<file path="src/rtl/regfile_wb_arbiter.sv">
// regfile_wb_arbiter: shares one register-file write port between ALU and a FIFO-buffered memory writeback,
// with a starvation guard for the FIFO and a RAW stall against uncommitted writes.
module regfile_wb_arbiter #(
  parameter int ADDRESS_WIDTH = 5,
  parameter int DATA_WIDTH    = 32,
  parameter int FIFO_DEPTH    = 2,
  parameter int STARVE_LIMIT  = 4
) (
  input  logic                           clk,
  input  logic                           rst,
  input  logic                           alu_valid,
  output logic                           alu_ready,
  input  logic [ADDRESS_WIDTH-1:0]       alu_rd,
  input  logic [DATA_WIDTH-1:0]          alu_data,
  input  logic                           mem_valid,
  output logic                           mem_ready,
  input  logic [ADDRESS_WIDTH-1:0]       mem_rd,
  input  logic [DATA_WIDTH-1:0]          mem_data,
  output logic                           WE3,
  output logic [ADDRESS_WIDTH-1:0]       wr_addr,
  output logic [DATA_WIDTH-1:0]          WD3,
  input  logic [ADDRESS_WIDTH-1:0]       rs1,
  input  logic [ADDRESS_WIDTH-1:0]       rs2,
  output logic                           stall,
  output logic [$clog2(FIFO_DEPTH):0]    fifo_count
);
  localparam int PW = $clog2(FIFO_DEPTH);
  localparam int CW = PW + 1;
  localparam int SW = $clog2(STARVE_LIMIT + 1);
  typedef enum logic {NORMAL, FORCE} state_t;
  state_t state, state_n;
  logic [ADDRESS_WIDTH-1:0] q_rd [FIFO_DEPTH];
  logic [DATA_WIDTH-1:0] q_data [FIFO_DEPTH];
  logic [PW-1:0] wp, rp;
  logic [SW-1:0] starve;
  logic alu_grant, push, pop, starve_hit;
  assign mem_ready  = !rst && fifo_count < CW'(FIFO_DEPTH);
  assign alu_grant  = alu_ready && alu_valid && alu_rd != '0;
  assign push       = mem_ready && mem_valid && mem_rd != '0;
  assign pop        = !rst && fifo_count != '0 && !alu_grant;
  assign starve_hit = alu_grant && fifo_count != '0 && starve == SW'(STARVE_LIMIT - 1);
  always_ff @(posedge clk)
    state <= rst ? NORMAL : state_n;
  always_comb
    state_n = state == FORCE ? NORMAL : starve_hit ? FORCE : NORMAL;
  always_comb
    alu_ready = !rst && state == NORMAL;
  always_ff @(posedge clk) begin
    if (push) begin
      q_rd[wp]   <= mem_rd;
      q_data[wp] <= mem_data;
    end
    if (rst) begin
      wp         <= '0;
      rp         <= '0;
      fifo_count <= '0;
      starve     <= '0;
    end else begin
      wp         <= wp + PW'(push);
      rp         <= rp + PW'(pop);
      fifo_count <= fifo_count + CW'(push) - CW'(pop);
      starve     <= (pop || fifo_count == '0 || starve_hit) ? '0 : starve + SW'(alu_grant);
    end
  end
  always_ff @(posedge clk) begin
    if (rst) begin
      WE3     <= 1'b0;
      wr_addr <= '0;
      WD3     <= '0;
    end else begin
      WE3 <= alu_grant || pop;
      if (alu_grant) begin
        wr_addr <= alu_rd;
        WD3     <= alu_data;
      end else if (pop) begin
        wr_addr <= q_rd[rp];
        WD3     <= q_data[rp];
      end
    end
  end
  // The in-flight WE3 write counts as uncommitted: the register file reads combinationally.
  always_comb begin
    stall = WE3 && ((rs1 != '0 && rs1 == wr_addr) || (rs2 != '0 && rs2 == wr_addr));
    for (int i = 0; i < FIFO_DEPTH; i++)
      if (CW'(i) < fifo_count && ((rs1 != '0 && rs1 == q_rd[rp + PW'(i)]) || (rs2 != '0 && rs2 == q_rd[rp + PW'(i)])))
        stall = 1'b1;
  end
endmodule

</file>
<file path="config.mk">
export PLATFORM = sky130hd
export DESIGN_NAME = regfile_wb_arbiter
export DESIGN_NICKNAME = d
export VERILOG_FILES = /design/src/rtl/regfile_wb_arbiter.sv
export SDC_FILE = /design/constraint.sdc
export NUM_CORES = 1
export LEC_CHECK = 0
export BUFFER_PORTS_ARGS = -buffer_cell sky130_fd_sc_hd__buf_2
export CAP_MARGIN = 0
export CORE_ASPECT_RATIO = 1.4
export CORE_UTILIZATION = 58
export CTS_BUF_LIST = sky130_fd_sc_hd__clkbuf_4 sky130_fd_sc_hd__clkbuf_8
export DETAILED_ROUTE_END_ITERATION = 8
export PLACE_DENSITY_LB_ADDON = 0.12
export SYNTH_ARGS = -nofsm -noshare
export SYNTH_HDL_FRONTEND = slang
export SYNTH_SLANG_ARGS = --single-unit
</file>
<file path="constraint.sdc">
create_clock -name clk -period 4.6 [get_ports clk]
set_input_delay 1.38 -clock clk [delete_from_list [all_inputs] [get_ports clk]]
set_output_delay 1.38 -clock clk [all_outputs]
set_load 0.03 [all_outputs]
</file>
==> results by group, run 1 <==
Place
  • Cell Count Post-Placement: 636
  • Post-DP HPWL: 7150 um
  • Routability cong.: 0.755
  • # port buffers: 130
  • DP Worst Slack: 0.399 ns

Synthesis
  • Syn Std Cell Area: 0.00522 mm2
  • Syn Inst Count: between 400 and 500
  • Avg Cell Area, Syn: 12.4 um2
  • Syn Nets: 516
  • Yosys cell types: 38
  • Register bit total from synthesis: 120
  • Seq/Total Area, Yosys: between 60 and 70%
  • Synth warn: 0

Routing
  • Number of remaining DRC errors: 0
  • DRT Pass-1 Iters: 4
  • Routed wire per std cell: 15.7 um
  • Vias: 3,682
  • DR vias/cell: 5.52
  • DR iter-0 viols: 166
  • DRT Wirelength: 10,500 um
  • Routed Antenna Nets: 0

Global routing
  • First-pass GRT wire length: about 17,000 um
  • Largest net degree at the start of global routing: 71
  • GRT Util Overall: 24.1%
  • Initial antenna violation count: 0
  • Overflow after GRT: 0
  • Vias in the first global route: 3,719

STA
  • Finish-stage setup viols: 0
  • Final period util: 91.8%
  • Setup TNS: 0 ns
  • Worst rel slew slack: 37.4%
  • RSZ-0062 raised after global routing: false
  • Max Clock Freq: 237 MHz
  • Final Skew: 0.00917 ns
  • Final worst setup slack: around 0.38 ns
  • Final hold vios: 0
  • Hold slack: ~0.54 ns
  • Final Critical Period: 4.22 ns
  • Worst slew pin tran: 0.939 ns
  • Max Slew Vio Count: 0

Critical path
  • Worst-case reg-to-reg path depth: 9
  • Setup crit start kind: input pin
  • Reg2reg end: fifo_count[1]
  • CP Capture Type: output pin
  • Worst-path maximum fanout: 4
  • Reg2Reg Setup Slack: 2.35 ns
  • R2r startpoint: fifo_count[1]
  • Critical Path AT: 2.84 ns
  • CP required: 3.22 ns
  • Crit path kind: input pin to output pin

CTS
  • Hold-fix buffers, CTS: 0
  • TritonCTS clock tree: yes
  • Post-CTS setup buffers: 0
  • Clk sinks: 120
  • Post-cts resize count: 0
  • Root Driver: clkbuf_8
  • H-tree depth: 4
  • Skew-Pair Late Insertion Delay: a little over 0.4 ns
  • Max clock buf depth: 2
  • Num CTS Buffers: 17
  • Clk slew on worst S/H paths: 0.06 ns

Worst hold path
  • Hold path depth: 2
  • Hold Crit Start: WD3[2]
  • Worst hold path type: register to register
  • WHS Endpoint: WD3[2]

Layout
  • Synthesis-to-layout area growth: 21.1%
  • Non-filler cells, final: approximately 670
  • Antenna Cells: 0
  • Layout cell share with drive strength beyond 1: 34.7%
  • Final #Nets: between 600 and 700

Power and ir drop
  • PD cells: between 600 and 700 mW/mm2
  • VDD IR max: 0.839 mV
  • Leak: 0.00249 uW
  • Total Power: ~3800 uW

Floorplan
  • Starting Density: between 60% and 70%
  • Die Wd: 82.1 um
  • I/O pin count: between 100 and 150
  • Die height: 114 um
  • Die footprint: 0.00938 mm2
  • FP Rows: 40
  • Core ar.: about 0.0087 mm2

Status
  • Run status: finished clean

Flow run
  • Max-cap viol count: 0
## metrics by stage
| step | util [%] | cell area [um2] |
|---|---|---|
| finish | 72.9 | 6310 |
| floorplan | - | 5220 |
| global route | 72.9 | 6310 |
| CTS | 72.9 | 6310 |
| detailed placement | 68.1 | 5900 |
| global placement | 68.1 | 5900 |
## cell type report
type	instances	area, um2
fillers	641	2340
inverters	4	15.0
clock buffers	20	263
multi-input cells	272	1920
flip-flops and latches	120	3140
well taps	105	131
repair buffers	135	688
clock inverters	11	154
## how the worst max path moves through the flow
| stage | startpoint | end | slack, ns |
|---|---|---|---|
| final | rs2[1] | stall | 0.38 |
| after detailed placement | rs2[1] | stall | 0.40 |
| after CTS | rs2[1] | stall | 0.39 |
| after global routing | rs2[1] | stall | 0.30 |
| after floorplan | rs2[1] | stall | 0.60 |
| after global placement | rs2[1] | stall | 0.47 |
## sequential cells by signal, indices dropped and copies added (netlist names)
register    flops
wp              1
state           1
WE3             1
starve          3
rp              1
WD3            32
q_data         64
fifo_count      2
wr_addr         5
q_rd           10
## routing by layer
| metal | wire [um] | vias up | track usage [%] |
|---|---|---|---|
| met4 | 172 | 0 | 9.94 |
| met1 | 4070 | 1749 | 24.6 |
| met5 | 0 | - | 0 |
| met2 | 5680 | 112 | 43.9 |
| met3 | 538 | 19 | 7.49 |
| li1 | - | 1802 | - |
## power by group
group          switching [uW]  leakage (uW)  internal (uW)  total [uW]
logic                     879       0.00122            489        1370
clock network             385      0.000212            605         990
registers                 127       0.00106           1330        1460
## Yosys cell counts (all sizes together)
master	n	area (um2)
o211ai	1	7.51
nand2	34	128
clkbuf	12	45.0
dfxtp	46	921
nor2	50	188
ha	6	75.1
a32oi	1	8.76
inv	4	15.0
nand3	2	10.0
a211oi	3	22.5
o2111ai	1	8.76
xnor2	24	210
o21ai	4	23.8
a2111oi	2	17.5
nand4	1	6.26
or4	3	22.5
mux2i	43	430
nor3b	1	7.51
o31ai	32	365
or2	1	6.26
and4	1	8.76
a21o	2	15.0
or3	1	6.26
nor2b	1	6.26
buf	14	105
edfxtp	74	2220
and2	2	12.5
a21oi	37	185
nor4	7	43.8
nor3	3	15.0
and3	1	6.26
xor2	8	70.1
## kinds of logic after synthesis
| kind of cell | synth area share [%] |
|---|---|
| adder cells (fa/ha/maj) | 1.44 |
| multiplexers | 8.25 |
| buffers and inverters | 3.17 |
| AO/OA/AOI/OAI | 12.5 |
| flip-flops | 60.3 |
| AND/OR/NAND/NOR | 8.95 |
| XOR/XNOR | 5.37 |
## critical path, cell delays in order
cell       delay, ns
buf_2           0.13
or4_1           0.54
nor2_1          0.20
nor4_1          0.09
o21ai_0         0.16
o2111ai_1       0.14
buf_2           0.20
## placed cells by master, fill, tap and decap left out, drive strengths merged, types with 2 or more instances in the layout
cell type  netlist  routed
nand2           34      34
mux2i           43      43
o21ai            4       4
edfxtp          74      74
a21o             2       2
ha               6       6
and2             2       2
nor2            50      50
clkinv           0       6
xor2             8       8
nor4             7       7
clkbuf          12      20
nor3             3       3
buf             14     135
xnor2           24      24
bufinv           0       4
inv              4       4
o31ai           32      32
dfxtp           46      46
nand3            2       2
a21oi           37      37
or4              3       3
a211oi           3       3
a2111oi          2       2
Note: power is estimated with default switching activity, not from simulation.
==> run 2: changes to the inputs <==
Settings changed: CORE_MARGIN set to 10.
==> run 2 against run 1 <==
Compared with the run above:
- sequential power is essentially flat
- core utilization shrank 0.48 points
- clock skew shrank 0.00098 ns
==> results by group, run 2 (same netlist as run 1, synthesis figures left out) <==
Worst hold path
  • Worst hold path type: register to register

Global routing
  • Met2 usage: 30.3% (-14 points)
  • First-pass GRT wire length: 19,000 um (+14%)
  • GRT Util Overall: 17.8% (-6.3 points)
  • Global route hottest layer: met2
  • Vias in the first global route: 3,874 (+4.2%)
  • M3 GR Usage: 7.66% (+0.17 points)
  • Largest net degree at the start of global routing: 71 (unchanged)
  • Initial antenna violation count: 1 (+1)
  • Overflow after GRT: 0 (unchanged)
  • Met1 usage: 18.6% (-6.1 points)

STA
  • Final Critical Period: 4.18 ns (-0.0440 ns)
  • Final hold vios: 0 (unchanged)
  • Setup TNS: 0 ns (unchanged)
  • Worst slew pin tran: 0.973 ns (+0.0349 ns)
  • Finish-stage setup viols: 0 (unchanged)
  • Max Clock Freq: 239 MHz (+1.1%)
  • Final worst setup slack: 0.420 ns (+0.0440 ns)
  • Max Slew Vio Count: 0 (unchanged)
  • RSZ-0062 raised after global routing: false
  • Final period util: 90.9% (-0.96 points)
  • Worst rel slew slack: 35.1% (-2.3 points)
  • Final Skew: 0.00819 ns (-0.000977 ns)

Layout
  • Layout cell share with drive strength beyond 1: 34.9% (+0.23 points)
  • Fillers: 644 (+0.47%)
  • Final #Nets: 645 (+0.16%)
  • Most frequent cells in the layout: 130 x buf_2, 74 x edfxtp_1, 49 x nor2_1
  • Commonest non-fill, non-tap cell in the layout: buf_2
  • Max FFs per register: 64 (unchanged)
  • Largest regs: q_data x64, WD3 x32, q_rd x10
  • Synthesis-to-layout area growth: 20.3%
  • Largest register by flop count: q_data

Critical path
  • Most used cell, CP: buf_2
  • CP max-delay cell: or4_1
  • Reg2reg end: wr_addr[2]
  • Critical Path End: stall
  • CP Cell Sequence: buf_2, or4_1, nor2_1, nor4_1, o21ai_0, o2111ai_1, buf_2
  • Setup crit start kind: input pin
  • Crit path from: rs2[1]
  • CP Capture Type: output pin
  • Reg2Reg Setup Slack: 2.14 ns (-0.21 ns)
  • CP required: 3.22 ns (about the same)
  • Worst-case reg-to-reg path depth: 7 (-2)
  • Worst-path maximum fanout: 4 (unchanged)
  • Crit-path max cell delay: 0.53 ns (about the same)
  • Critical Path AT: 2.80 ns (-0.04 ns)
  • R2r startpoint: state
  • Crit path kind: input pin to output pin

CTS
  • TritonCTS clock tree: yes
  • Clk sinks: 120 (unchanged)
  • Max clock buf depth: 2 (unchanged)
  • Clk slew on worst S/H paths: 0.06 ns (about the same)
  • Skew-Pair Late Insertion Delay: 0.41 ns (about the same)
  • Num CTS Buffers: 17 (unchanged)
  • H-tree depth: 4 (unchanged)
  • Post-cts resize count: 0 (unchanged)
  • Post-CTS setup buffers: 0 (unchanged)
  • Root Driver: clkbuf_8
  • Hold-fix buffers, CTS: 0 (unchanged)

Routing
  • DRT Pass-1 Iters: 4 (unchanged)
  • DR vias/cell: 5.54 (+0.34%)
  • DR iter-0 viols: 182 (+9.6%)
  • Vias: 3,711 (+0.79%)
  • DRT Wirelength: 11,600 um (+11%)
  • Number of remaining DRC errors: 0 (unchanged)
  • Routed wire per std cell: 17.4 um (+11%)
  • Routed Antenna Nets: 0 (unchanged)

Floorplan
  • FP Rows: 40 (unchanged)
  • I/O pin count: 131 (unchanged)
  • Die footprint: 0.0132 mm2 (+41%)
  • Die Wd: 100 um (+22%)
  • Core ar.: 0.00866 mm2 (unchanged)
  • Starting Density: 60.2% (unchanged)
  • Die height: 132 um (+16%)

Power and ir drop
  • VDD IR max: 0.824 mV (-1.9%)
  • PD cells: 588 mW/mm2 (-2.6%)
  • Leak: 0.00248 uW (-0.57%)
  • Total Power: 3690 uW (-3.3%)

Status
  • Run status: finished clean

Place
  • Routability cong.: 0.966 (+28%)
  • Post-DP HPWL: 8390 um (+17%)
  • DP Worst Slack: 0.429 ns (+0.0296 ns)
  • # port buffers: 130 (unchanged)

Flow run
  • Max-cap viol count: 0 (unchanged)
[run 2: per-stage QoR]
step | std cells | hold WS, ns | util (%) | instance area (um2)
floorplan | 422 | 0.512 | - | 5220
global placement | 637 | 0.518 | 68.2 | 5910
detailed placement | 637 | 0.533 | 68.2 | 5910
CTS | 669 | 0.539 | 72.4 | 6270
global route | 669 | 0.580 | 72.4 | 6270
finish | 670 | 0.539 | 72.5 | 6270
[run 2: power breakdown]
| group | leakage (uW) | internal [uW] | switching [uW] |
|---|---|---|---|
| registers | 0.00106 | 1330 | 121 |
| logic | 0.00122 | 490 | 887 |
| clock network | 0.000193 | 487 | 376 |
| total | 0.00248 | 2310 | 1380 |
[run 2: how the worst min path moves through the flow]
| stage | from | end | slack, ns | depth (start not counted) |
|---|---|---|---|---|
| after floorplan | starve[2] | starve[2] | 0.51 | 2 |
| after global placement | WD3[3] | WD3[3] | 0.52 | 2 |
| after detailed placement | WD3[0] | WD3[0] | 0.53 | 2 |
| after CTS | WD3[0] | WD3[0] | 0.54 | 2 |
| after global routing | WD3[31] | WD3[31] | 0.58 | 2 |
| final | WD3[0] | WD3[0] | 0.54 | 2 |
[run 2: critical path: cells and delay by family]
family | cells | cell delay (ns)
simple gates | 3 | 0.79
buf+inv | 2 | 0.33
compound gates | 2 | 0.30
[run 2: cell type report]
cell class / instances / area, um2 / share of cell area [%]
Inverter: 4 / 15.0 / 0.239
Sequential cell: 120 / 3140 / 50.1
Antenna cell: 1 / 2.50 / 0.0399
Timing Repair Buffer: 136 / 696 / 11.1
Clock buffer: 20 / 256 / 4.09
Clock inverter: 12 / 109 / 1.74
Multi-Input combinational cell: 272 / 1920 / 30.6
Tap cell: 105 / 131 / 2.09
[run 2: per-layer routing]
layer,up-vias,part of all wire (%),wire length [um]
met1,1752,37,4310
li1,1806,-,-
met3,22,8.1,940
met5,-,0,0
met4,0,2.0,235
met2,131,53,6160
==> run 3: changes to the inputs <==
Settings changed: CORE_UTILIZATION 58 to 44.
==> run 3 against run 2 <==
Compared with the run above:
- first-iteration DRC count down 32%
- count of clock-buffer cells in the layout up 4
- routed wire length up 10%
- largest cell class unchanged
- largest power group unchanged
==> results by group, run 3 (same netlist as run 1, synthesis figures left out) <==
Power and ir drop
  • Leak: 0.00250 uW (+0.87%)
  • Total Power: 3830 uW (+3.9%)
  • PD cells: 602 mW/mm2 (+2.3%)
  • VDD IR max: 0.285 mV (-65%)

Layout
  • Max FFs per register: 64 (unchanged)
  • Commonest non-fill, non-tap cell in the layout: buf_2
  • Largest regs: q_data x64, WD3 x32, q_rd x10
  • Layout cell share with drive strength beyond 1: 35.3% (+0.42 points)
  • Most frequent cells in the layout: 130 x buf_2, 74 x edfxtp_1, 49 x nor2_1
  • Largest register by flop count: q_data
  • Synthesis-to-layout area growth: 22.1%
  • Non-filler cells, final: 710 (+6.0%)
  • Final #Nets: 644 (-0.16%)
  • Antenna Cells: 0 (-1)

Critical path
  • Setup crit start kind: input pin
  • Reg2Reg Setup Slack: 2.30 ns (+0.16 ns)
  • Worst-path maximum fanout: 4 (unchanged)
  • Critical Path AT: 2.82 ns (+0.02 ns)
  • Crit path from: rs2[1]
  • CP required: 3.22 ns (about the same)
  • R2r startpoint: fifo_count[1]
  • CP Capture Type: output pin
  • Crit path kind: input pin to output pin

CTS
  • Hold-fix buffers, CTS: 0 (unchanged)
  • Post-CTS setup buffers: 0 (unchanged)
  • Skew-Pair Late Insertion Delay: 0.42 ns (about the same)
  • Num CTS Buffers: 17 (unchanged)
  • Clk sinks: 120 (unchanged)
  • Clk slew on worst S/H paths: 0.06 ns (about the same)
  • TritonCTS clock tree: yes
  • Max clock buf depth: 2 (unchanged)
  • Root Driver: clkbuf_8
  • H-tree depth: 4 (unchanged)
  • Post-cts resize count: 0 (unchanged)

Global routing
  • Vias in the first global route: 3,855 (-0.49%)
  • Largest net degree at the start of global routing: 71 (unchanged)
  • Overflow after GRT: 0 (unchanged)
  • Initial antenna violation count: 0 (-1)
  • GRT Util Overall: 15.4% (-2.4 points)
  • First-pass GRT wire length: 20,300 um (+7.1%)

STA
  • Worst slew pin tran: 0.997 ns (+0.0239 ns)
  • Final worst setup slack: 0.395 ns (-0.0252 ns)
  • RSZ-0062 raised after global routing: false
  • Max Clock Freq: 238 MHz (-0.60%)
  • Max Slew Vio Count: 0 (unchanged)
  • Final hold vios: 0 (unchanged)
  • Final Critical Period: 4.20 ns (+0.0252 ns)
  • Worst rel slew slack: 33.5% (-1.6 points)
  • Setup TNS: 0 ns (unchanged)
  • Final period util: 91.4% (+0.55 points)
  • Final Skew: 0.00968 ns (+0.00149 ns)
  • Finish-stage setup viols: 0 (unchanged)

Floorplan
  • Starting Density: 44.6% (-16 points)
  • Die Wd: 112 um (+12%)
  • I/O pin count: 131 (unchanged)
  • Core ar.: 0.0117 mm2 (+35%)
  • Die height: 149 um (+13%)
  • FP Rows: 47 (+18%)
  • Die footprint: 0.0167 mm2 (+26%)

Routing
  • DR iter-0 viols: 123 (-32%)
  • Routed wire per std cell: 18.1 um (+4.1%)
  • Vias: 3,642 (-1.9%)
  • DR vias/cell: 5.13 (-7.4%)
  • Number of remaining DRC errors: 0 (unchanged)
  • DRT Pass-1 Iters: 4 (unchanged)
  • DRT Wirelength: 12,900 um (+10%)
  • Routed Antenna Nets: 0 (unchanged)

Status
  • Run status: finished clean

Place
  • Routability cong.: 0.886 (-8.3%)
  • Post-DP HPWL: 9100 um (+8.5%)
  • Cell Count Post-Placement: 678 (+6.4%)
  • DP Worst Slack: 0.415 ns (-0.0137 ns)
  • # port buffers: 130 (unchanged)

Worst hold path
  • Worst hold path type: register to register
  • Hold Crit Start: WD3[1]

Flow run
  • Max-cap viol count: 0 (unchanged)
[run 3: changes by cell type in the layout (fill, tap and decap cells not counted), moves of 2 or more]
cell | before | now
clkinv_2 | 6 | 2
clkinv_1 | 3 | 0
clkbuf_4 | 3 | 5
clkbuf_8 | 17 | 19
inv_4 | 0 | 2
[run 3: final timing paths]
path / end / cells past startpoint
min: WD3[1] / 2
max: stall / 7
min reg2reg: WD3[1] / 2
max reg2reg: fifo_count[1] / 9
[run 3: layout make-up]
class | instances | area [um2]
fill | 1056 | 5330
sequential | 120 | 3140
multi-input combinational | 272 | 1920
timing repair buffer | 135 | 688
clock buffer | 24 | 299
tap | 147 | 184
clock inverter | 8 | 120
inverter | 4 | 15.0
[run 3: per-stage QoR]
step / cell area, um2 / util, % / hold WS (ns)
floorplan: 5220 / - / 0.512
global placement: 5950 / 50.8 / 0.524
detailed placement: 5950 / 50.8 / 0.536
CTS: 6370 / 54.4 / 0.545
global route: 6370 / 54.4 / 0.566
finish: 6370 / 54.4 / 0.538
[run 3: worst max-delay path, stage by stage]
cell and delay, ns:
buf_2 0.13, or4_1 0.53, nor2_1 0.19, nor4_1 0.09, o21ai_0 0.17, o2111ai_1 0.13, buf_2 0.20
[run 3: report_power, final]
part / switching [uW] / internal, uW / total [uW]
registers: 133 / 1330 / 1460
logic: 896 / 489 / 1380
clock network: 392 / 594 / 986
total: 1420 / 2410 / 3830
[run 3: layer usage]
metal,part of all wire (%),global-route usage [%]
met1,38,15.9
met2,53,27.3
met3,6.3,5.52
met4,2.2,7.25
met5,0,0
